### src/rtl/program_ram_pkg.sv
// Shared widths, depth and loader state encoding for the program RAM slice.
package program_ram_pkg;

  localparam int unsigned ADDR_W_DEF = 4;
  localparam int unsigned DATA_W_DEF = 8;
  localparam int unsigned RAM_DEPTH  = 16;

  typedef enum logic [1:0] {
    RUN  = 2'd0,
    LOAD = 2'd1,
    DONE = 2'd2
  } state_t;

endpackage

### src/rtl/program_ram_ram_array.sv
// Register-file storage: one synchronous write port, one combinational read port, no reset.
module ram_array
  import program_ram_pkg::*;
#(
  parameter int unsigned ADDR_W = ADDR_W_DEF,
  parameter int unsigned DATA_W = DATA_W_DEF,
  parameter int unsigned DEPTH  = RAM_DEPTH
) (
  input  logic              clk,
  input  logic              we,
  input  logic [ADDR_W-1:0] waddr,
  input  logic [DATA_W-1:0] wdata,
  input  logic [ADDR_W-1:0] raddr,
  output logic [DATA_W-1:0] rdata
);

  logic [DATA_W-1:0] mem [DEPTH];

  always_ff @(posedge clk) begin
    if (we) mem[waddr] <= wdata;
  end

  assign rdata = mem[raddr];

endmodule

### src/rtl/program_ram.sv
// Program/data RAM with W-bus read gating and a valid/ready loader FSM.
module program_ram
  import program_ram_pkg::*;
#(
  parameter int unsigned ADDR_W = ADDR_W_DEF,
  parameter int unsigned DATA_W = DATA_W_DEF
) (
  input  logic              clk,
  input  logic              rst,
  input  logic [ADDR_W-1:0] ram_addres,
  input  logic              ce_n,
  output logic [DATA_W-1:0] w_bus_out,
  output logic              w_bus_oe,
  input  logic              prog_mode,
  input  logic              prog_valid,
  input  logic [DATA_W-1:0] prog_data,
  output logic              prog_ready,
  output logic              prog_done,
  output logic [ADDR_W-1:0] prog_ptr,
  output logic [DATA_W-1:0] prog_sum
);

  state_t            state_q, state_d;
  logic [ADDR_W-1:0] ptr_q;
  logic [DATA_W-1:0] sum_q;
  logic [DATA_W-1:0] rdata;
  logic              we;

  // Dropping prog_mode aborts before the byte lands; reset also blocks the write.
  assign we = (state_q == LOAD) && prog_mode && prog_valid && !rst;

  always_comb begin
    state_d = state_q;
    case (state_q)
      RUN:  if (prog_mode) state_d = LOAD;
      LOAD: begin
        if (!prog_mode)                   state_d = RUN;
        else if (prog_valid && ptr_q == '1) state_d = DONE;
      end
      DONE: if (!prog_mode) state_d = RUN;
      default: state_d = RUN;
    endcase
  end

  always_ff @(posedge clk) begin
    if (rst) begin
      state_q <= RUN;
      ptr_q   <= '0;
      sum_q   <= '0;
    end else begin
      state_q <= state_d;
      if (state_q == RUN && prog_mode) begin
        ptr_q <= '0;
        sum_q <= '0;
      end else if (we) begin
        ptr_q <= ptr_q + 1'b1;
        sum_q <= sum_q + prog_data;
      end
    end
  end

  ram_array #(
    .ADDR_W (ADDR_W),
    .DATA_W (DATA_W),
    .DEPTH  (2**ADDR_W)
  ) u_ram (
    .clk   (clk),
    .we    (we),
    .waddr (ptr_q),
    .wdata (prog_data),
    .raddr (ram_addres),
    .rdata (rdata)
  );

  assign prog_ready = (state_q == LOAD);
  assign prog_done  = (state_q == DONE);
  assign prog_ptr   = ptr_q;
  assign prog_sum   = sum_q;
  assign w_bus_oe   = (state_q == RUN) && !ce_n;
  assign w_bus_out  = w_bus_oe ? rdata : '0;

endmodule

### config.mk
export PLATFORM = sky130hd
export DESIGN_NAME = program_ram
export DESIGN_NICKNAME = d
export VERILOG_FILES = /design/src/rtl/program_ram_pkg.sv /design/src/rtl/program_ram_ram_array.sv /design/src/rtl/program_ram.sv
export SDC_FILE = /design/constraint.sdc
export NUM_CORES = 1
export LEC_CHECK = 0
export CAP_MARGIN = 20
export CORE_MARGIN = 4
export CORE_UTILIZATION = 63
export CTS_CLUSTER_DIAMETER = 200
export DETAILED_ROUTE_END_ITERATION = 16
export GPL_ROUTABILITY_DRIVEN = 0
export PLACE_DENSITY = 0.82
export SYNTH_ARGS = -nofsm -noshare
export SYNTH_HDL_FRONTEND = slang
export SYNTH_SLANG_ARGS = --single-unit
### constraint.sdc
create_clock -name clk -period 4.9 [get_ports clk]
set_clock_uncertainty 0.1 [all_clocks]
set_input_delay 0.98 -clock clk [delete_from_list [all_inputs] [get_ports clk]]
set_output_delay 0.98 -clock clk [all_outputs]
set_load 0.02 [all_outputs]
Word-level counts from Yosys, hierarchy flattened
Memories as Yosys holds them, arrays and structs flattened.
Cells that the tools add are included.
{"block": "word_totals", "ramBits": 128, "input_bits": 17, "memories": 1, "out_inout_bits": 23, "wordCells": 31, "reg_bits": 14}
{"block": "op_classes", "mux": 8, "eq_ne": 6, "n_reduce_logical": 11, "add_sub_neg": 2}
{"name": "u_ram.mem", "depth": 16, "word_bits": 8, "rd": 1, "rd_clocked_by_memory_dff": 0, "wr": 1, "line_no": "program_ram_ram_array.sv:17", "rtl": "logic [DATA_W-1:0] mem [DEPTH];"}
{"operator": "$add A8 B8 Y8", "n": 1}
{"operator": "$mux W2", "n": 4}
{"operator": "$mux W8", "n": 1}
{"operator": "$logic_and A1 B1 Y1", "n": 6}
{"operator": "$pmux W2 S3", "n": 1}
{"operator": "$add A4 B1 Y4 const B", "n": 1}
{"operator": "$eq A4 B4 Y1 const B", "n": 1}
{"operator": "$ne A2 B2 Y1 const B", "n": 2}
{"operator": "$ne A3 B2 Y1 const B", "n": 1}
{"operator": "$reduce_and A3 Y1", "n": 1}
{"operator": "$eq A2 B1 Y1 const B", "n": 1}
{"operator": "$eq A2 B2 Y1 const B", "n": 1}
{"operator": "$logic_not A1 Y1", "n": 2}
{"operator": "$logic_not A2 Y1", "n": 1}
{"operator": "$mux W1", "n": 2}
{"operator": "$reduce_or A2 Y1", "n": 1}

Depth between registers and ports, before layout
Gate-level depths: netlist (run 1).
{"block": "depth", "word_depth": 6, "mapped_depth": 8, "mapped_depth_nobuf": 8}

Cells and area by module
Synthesis (run 1) repeated with hierarchy kept, for this count alone.
{"block": "unflattened", "cells_unflattened": 331, "hier_area_um2": 5883.1}
{"module": "ram_array", "seq_area_each_um2": 3843.7, "instances": 1, "cells_per_inst": 221, "area_each_um2": 4987.3}
{"module": "program_ram", "seq_area_each_um2": 280.3, "instances": 1, "cells_per_inst": 110, "area_each_um2": 895.9}

Worst setup path after synthesis (run 1)
OpenSTA, ideal clock, no wires.
{"block": "synth_path", "path_kind": "input to output", "startpoint": "input ram_addres[0]", "endpoint": "output w_bus_out[1]", "stages": 5, "required_ps": 3820, "path_buffers": 2, "slack_ps": 1383, "arrival_ps": 2437, "cell_sequence": "buf_6 buf_8 mux4_1 mux4_2 and2_1"}
{"block": "synth_between", "elab_chain_cells": 2}
{"item": "from (decl)", "line_no": "program_ram.sv:10", "rtl": "input logic [ADDR_W-1:0] ram_addres,"}
{"item": "$mem_v2 Z16 W8"}
{"item": "$mux W8", "line_no": "program_ram.sv:80", "rtl": "assign w_bus_out = w_bus_oe ? rdata : '0;"}
{"item": "to (decl)", "line_no": "program_ram.sv:12", "rtl": "output logic [DATA_W-1:0] w_bus_out,"}
No other way between the ends.

Worst setup path after layout (run 1)
{"block": "layout_path", "startpoint": "input ram_addres[0]", "endpoint": "output w_bus_out[5]"}
The elaborated chain is that of the path after synthesis.

==> summary.txt, run 1 <==
RSZ-0062 raised after global routing - no
IO Port Bufs - 39
Die Span Y - 105.3 um
CP Data Required Time - 3.82 ns
status - finished, final reports clean
Yosys cell types - 39
critical path's slowest cell - mux4_1
Worst IR Drop VDD - 0.2788 mV
dpl cells - 496
Avg WL per Cell - 25.12 um
Placement Cell Area - 6559 sq um
Hold Path Class - reg2reg
Root Buffer Master - clkbuf_8
CP max FO - 24
final setup violation count - 0
clk_lat worst skew - 0.53 ns
Max Freq - 223.5 MHz
Non-Filler Instances - 528
nets - 415
final wirelength - 13260 um
power per cell area - 379.9 nW/um^2
CP Data Arrival Time - 3.40 ns
cts repair resizes - 0
IO Pins - 40
clk buf depth - 2
total of max-cap violations - 0
design area - 7134 sq um
postcts setup bufs - 0
Hold Buf Count CTS - 0
relative slew slack - 32.24%
core box area - 9240 sq um
worst slack, placed - 0.4879 ns
Worst-Margin Slew - 1.013 ns
TritonCTS buffer count - 17
sequential area share after synthesis - 69.08%
Cells after Synth - 326
Mapped Area - 5969 sq um
commonest non-fill, non-tap cell in the layout - edfxtp_1
GR Overflow Total - 0
ratio of cells with drive above 1 in the final layout - 17.79%
Final Hold Viols - 0
area of the multi-input gates - 1724 sq um
Vias/cell - 6.286
first-pass GRT wire length - 20330 um
Critical Path Sink Type - primary output
Main synth FF type - edfxtp_1
site row count - 35
global-route usage over all layers - 26.05%
synth warn - 0
Syn Nets - 355
fraction of registers with async set/reset - 0%
crit-path max cell delay - 0.64 ns
startpoint types - input port
CTS tree - built
Reg clk slew, reported paths - 0.06 ns
crit path cell chain - buf_2 > buf_12 > mux4_1 > mux4_2 > and2_1 > clkdlybuf4s50_1
ANT cells - 0
Syn Area/Cell - 18.31 sq um
fill cell count - 522
Final TNS setup - 0 ns
Initial Util - 64.60%
# clock sinks - 142
Pleak - 2.388 nW
Die ar. - 11100 sq um
Iteration-0 DRC Markers - 364
Antenna Nets Post-Route - 0
via count - 3319
Reg area - 4124 sq um
largest net degree at the start of global routing - 33
Post-route DRC - 0
classification of the worst setup path - in2out
TritonRoute pass-1 iters - 8
hold_ws - 0.3769 ns
post-layout min period - 4.475 ns
post-DP HPWL - 7968 um
Tcrit/Tclk final - 91.33%
H-tree Lvls - 4
final worst setup slack - 0.4248 ns
Area growth, synth to finish - 19.51%
antenna violations before repair - 0
#FFs+latches synth - 142
Slew Limit Fails - 0
most frequent cells in the layout - 128 x edfxtp_1, 38 x clkdlybuf4s50_1, 23 x mux4_2
Post-synth EDFFs - 128
vias in the first global route - 3354
Die Wd - 105.3 um
## final cells by class
cell class | count | share of cell area, %
sequential | 142 | 57.80
inverter | 7 | 0.3683
multi-input combinational | 164 | 24.17
tap | 129 | 2.262
clock buffer | 18 | 5.858
timing repair buffer | 54 | 7.331
clock inverter | 14 | 2.210
## critical path: cells and delay by family
| kind | cells | cell delay (ns) |
|---|---|---|
| multiplexers | 2 | 1.15 |
| buffers and inverters | 3 | 1.06 |
| AND/OR/NAND/NOR | 1 | 0.17 |
## per-layer routing
metal  GRT usage (%)  vias to the layer above  part of all wire [%]
met1           34.24                     1675                    39
li1                -                     1446                     -
met3           8.083                       25                   7.9
met4           7.779                        0                   1.8
met2           42.30                      173                    51
met5               0                        -                     0
## through the flow
stage / utilization, % / total power [mW]
after floorplan: - / 1.427
after global placement: 70.98 / 1.480
after detailed placement: 70.98 / 1.484
after CTS: 77.21 / 2.718
after global routing: 77.21 / 2.787
final: 77.21 / 2.710
## sequential cells by signal, summed over array words and instances, names as in the netlist
register / count
prog_ptr: 4
u_ram.mem: 128
state_q: 2
prog_sum: 8
## cell usage after synthesis, types with 2 or more instances
cell type,number,share of area (%)
nand2b_1,6,0.63
and2_1,8,0.84
o21ai_0,4,0.34
ha_1,11,2.3
buf_8,2,0.50
clkbuf_1,5,0.31
nand4_1,2,0.21
inv_1,7,0.44
nor3_1,7,0.59
nor2b_1,4,0.42
nor2_1,22,1.4
a211oi_1,3,0.38
edfxtp_1,128,64
xor2_1,2,0.29
mux4_1,17,7.5
a21oi_1,12,1.0
a21o_1,2,0.25
nand2_1,17,1.1
nand3_1,8,0.67
or4_1,2,0.25
dfxtp_1,14,4.7
mux4_2,23,8.7
buf_1,4,0.25
## report_power, final
group | switching (mW) | internal [mW] | total [mW]
logic | 0.0708 | 0.0658 | 0.137
registers | 0.00179 | 1.32 | 1.32
clock network | 0.517 | 0.734 | 1.25
## path summary, 6_finish.rpt
| path | start | end | slack (ns) | depth (start not counted) |
|---|---|---|---|---|
| setup / recovery | ram_addres[0] | w_bus_out[5] | 0.42 | 6 |
| hold / removal | prog_sum[2] | prog_sum[2] | 0.38 | 2 |
| setup reg to reg | state_q[0] | u_ram.mem[7][3] | 1.85 | 4 |
| hold reg to reg | prog_sum[2] | prog_sum[2] | 0.38 | 2 |
## logic make-up after synthesis
kind of cell,after synthesis,synth area share (%)
AOI/OAI and AO/OA,27,2.725
adders and majority gates,12,2.641
buffers and inverters,20,2.033
muxes,41,16.33
and+or+nand+nor,82,6.896
DFF,142,69.08
xor gates and xnor gates,2,0.2935
Note: power is estimated with default switching activity, not from simulation.
==> run 2, diff against run 1 <==
- clock period: 4.9 -> 5.5 ns (I/O delays scaled with it)
==> run 2 against run 1 <==
Compared with the run above:
- sequential power decreased by 11%
- critical endpoint is now w_bus_out[4]
- critical path depth did not move
- highest routed layer unchanged
- core utilization fell by 0.11 points
- largest power group unchanged
==> summary.txt, run 2 (synthesized netlist as in run 1, its figures left out) <==
status - finished, final reports clean
site row count - 35 (unchanged)
Worst-Margin Slew - 1.061 ns (+0.04783 ns)
dpl cells - 489 (-1.4%)
ANT cells - 0 (unchanged)
Critical Path Sink Type - primary output
post-layout min period - 4.769 ns
most frequent cells in the layout - 128 x edfxtp_1, 38 x clkdlybuf4s50_1, 23 x mux4_2
cts repair resizes - 0 (unchanged)
clk_lat worst skew - 0.52 ns (about the same)
relative slew slack - 29.04% (-3.2 points)
WHS Endpoint - prog_sum[2]
met1 usage - 34.58% (+0.34 points)
Final TNS setup - 0 ns (unchanged)
startpoint types - input port
Hold Buf Count CTS - 0 (unchanged)
postcts setup bufs - 0 (unchanged)
vias in the first global route - 3353 (-0.030%)
Final Hold Viols - 0 (unchanged)
Finished Core Util - 77.10% (-0.11 points)
R2R Path Start - state_q[0]
M2 GR Usage - 38.57% (-3.7 points)
Initial Util - 64.60% (unchanged)
CP Data Arrival Time - 3.57 ns (+0.17 ns)
TritonCTS buffer count - 17 (unchanged)
total chip power - 2.466 mW (-9.0%)
largest net degree at the start of global routing - 33 (unchanged)
Worst IR Drop VDD - 0.2520 mV (-9.6%)
design area - 7124 sq um (-0.14%)
final worst setup slack - 0.7309 ns (+0.3062 ns)
Hold Path Class - reg2reg
max FFs per register - 128 (unchanged)
Post-route DRC - 0 (unchanged)
Die Wd - 105.3 um (unchanged)
core box area - 9240 sq um (unchanged)
clk buf depth - 2 (unchanged)
Reg clk slew, reported paths - 0.06 ns (about the same)
first-pass GRT wire length - 19700 um (-3.1%)
Vias/cell - 6.375 (+1.4%)
ratio of cells with drive above 1 in the final layout - 16.79% (-1.0 points)
via count - 3328 (+0.27%)
Max Freq - 209.7 MHz
Antenna Nets Post-Route - 0 (unchanged)
Top Usage Layer GRT - met2
final setup violation count - 0 (unchanged)
final wirelength - 12630 um (-4.8%)
Root Buffer Master - clkbuf_8
GR Overflow Total - 0 (unchanged)
Tcrit/Tclk final - 86.71%
Iteration-0 DRC Markers - 287 (-21%)
Non-Filler Instances - 522 (-1.1%)
CTS tree - built
r2r setup slk - 2.20 ns (+0.35 ns)
H-tree Lvls - 4 (unchanged)
commonest non-fill, non-tap cell in the layout - edfxtp_1
global routing usage on met3 - 6.369% (-1.7 points)
worst slack, placed - 0.7105 ns (+0.2226 ns)
Die Span Y - 105.3 um (unchanged)
Top reg by flops - u_ram.mem
Avg WL per Cell - 24.20 um (-3.7%)
Placement Cell Area - 6494 sq um (-0.99%)
CP Data Required Time - 4.30 ns (+0.48 ns)
nets - 410 (-1.2%)
Hold Crit Depth - 2 (unchanged)
# clock sinks - 142 (unchanged)
Slew Limit Fails - 0 (unchanged)
HP Start - prog_sum[2]
hold_ws - 0.3800 ns (+0.003092 ns)
Die ar. - 11100 sq um (unchanged)
IO Pins - 40 (unchanged)
total of max-cap violations - 0 (unchanged)
post-DP HPWL - 7906 um (-0.78%)
CP max FO - 32 (+33%)
worst r2r path cells - 5 (+1)
IO Port Bufs - 39 (unchanged)
Area growth, synth to finish - 19.35%
Critical R2R Capture - u_ram.mem[3][4]
classification of the worst setup path - in2out
fill cell count - 532 (+1.9%)
TritonRoute pass-1 iters - 6 (-2)
global-route usage over all layers - 24.76% (-1.3 points)
power per cell area - 346.2 nW/um^2 (-8.9%)
RSZ-0062 raised after global routing - no
antenna violations before repair - 0 (unchanged)
Pleak - 2.368 nW (-0.84%)
-- run 2: area by class of cell --
type / count / area, sq um / share of cell area, %
Clock buffer: 18 / 417.9 / 5.866
Clock inverter: 13 / 190.2 / 2.669
Inverter: 7 / 26.28 / 0.3688
Multi-Input combinational cell: 164 / 1724 / 24.20
Sequential cell: 142 / 4124 / 57.89
Tap cell: 129 / 161.4 / 2.266
Timing Repair Buffer: 49 / 480.5 / 6.744
-- run 2: how the worst max path moves through the flow --
| stage | startpoint | endpoint | slack (ns) | cells past startpoint |
|---|---|---|---|---|
| 2_1_floorplan | ram_addres[0] | w_bus_out[1] | 1.74 | 5 |
| 3_3_place_gp | ram_addres[2] | w_bus_out[4] | 0.77 | 6 |
| 3_5_place_dp | ram_addres[2] | w_bus_out[4] | 0.71 | 6 |
| 4_1_cts | ram_addres[2] | w_bus_out[4] | 0.69 | 6 |
| 5_1_grt | ram_addres[2] | w_bus_out[4] | 0.63 | 6 |
| 6_report | ram_addres[2] | w_bus_out[4] | 0.73 | 6 |
-- run 2: critical path: stages --
cell and delay, ns:
clkdlybuf4s50_1 0.46, buf_4 0.38, mux4_1 0.45, mux4_2 0.48, and2_1 0.17, clkdlybuf4s50_1 0.53
-- run 2: report_power, final --
group	total (mW)	switching (mW)	internal (mW)
clock network	1.17	0.433	0.736
logic	0.119	0.0620	0.0572
registers	1.18	0.00158	1.18
total	2.47	0.497	1.97
-- run 2: metal layers --
layer  up-vias  wire, um
met5         -         0
met4         0       236
met3        23      1025
met2       161      6462
met1      1709      4905
li1       1435         -
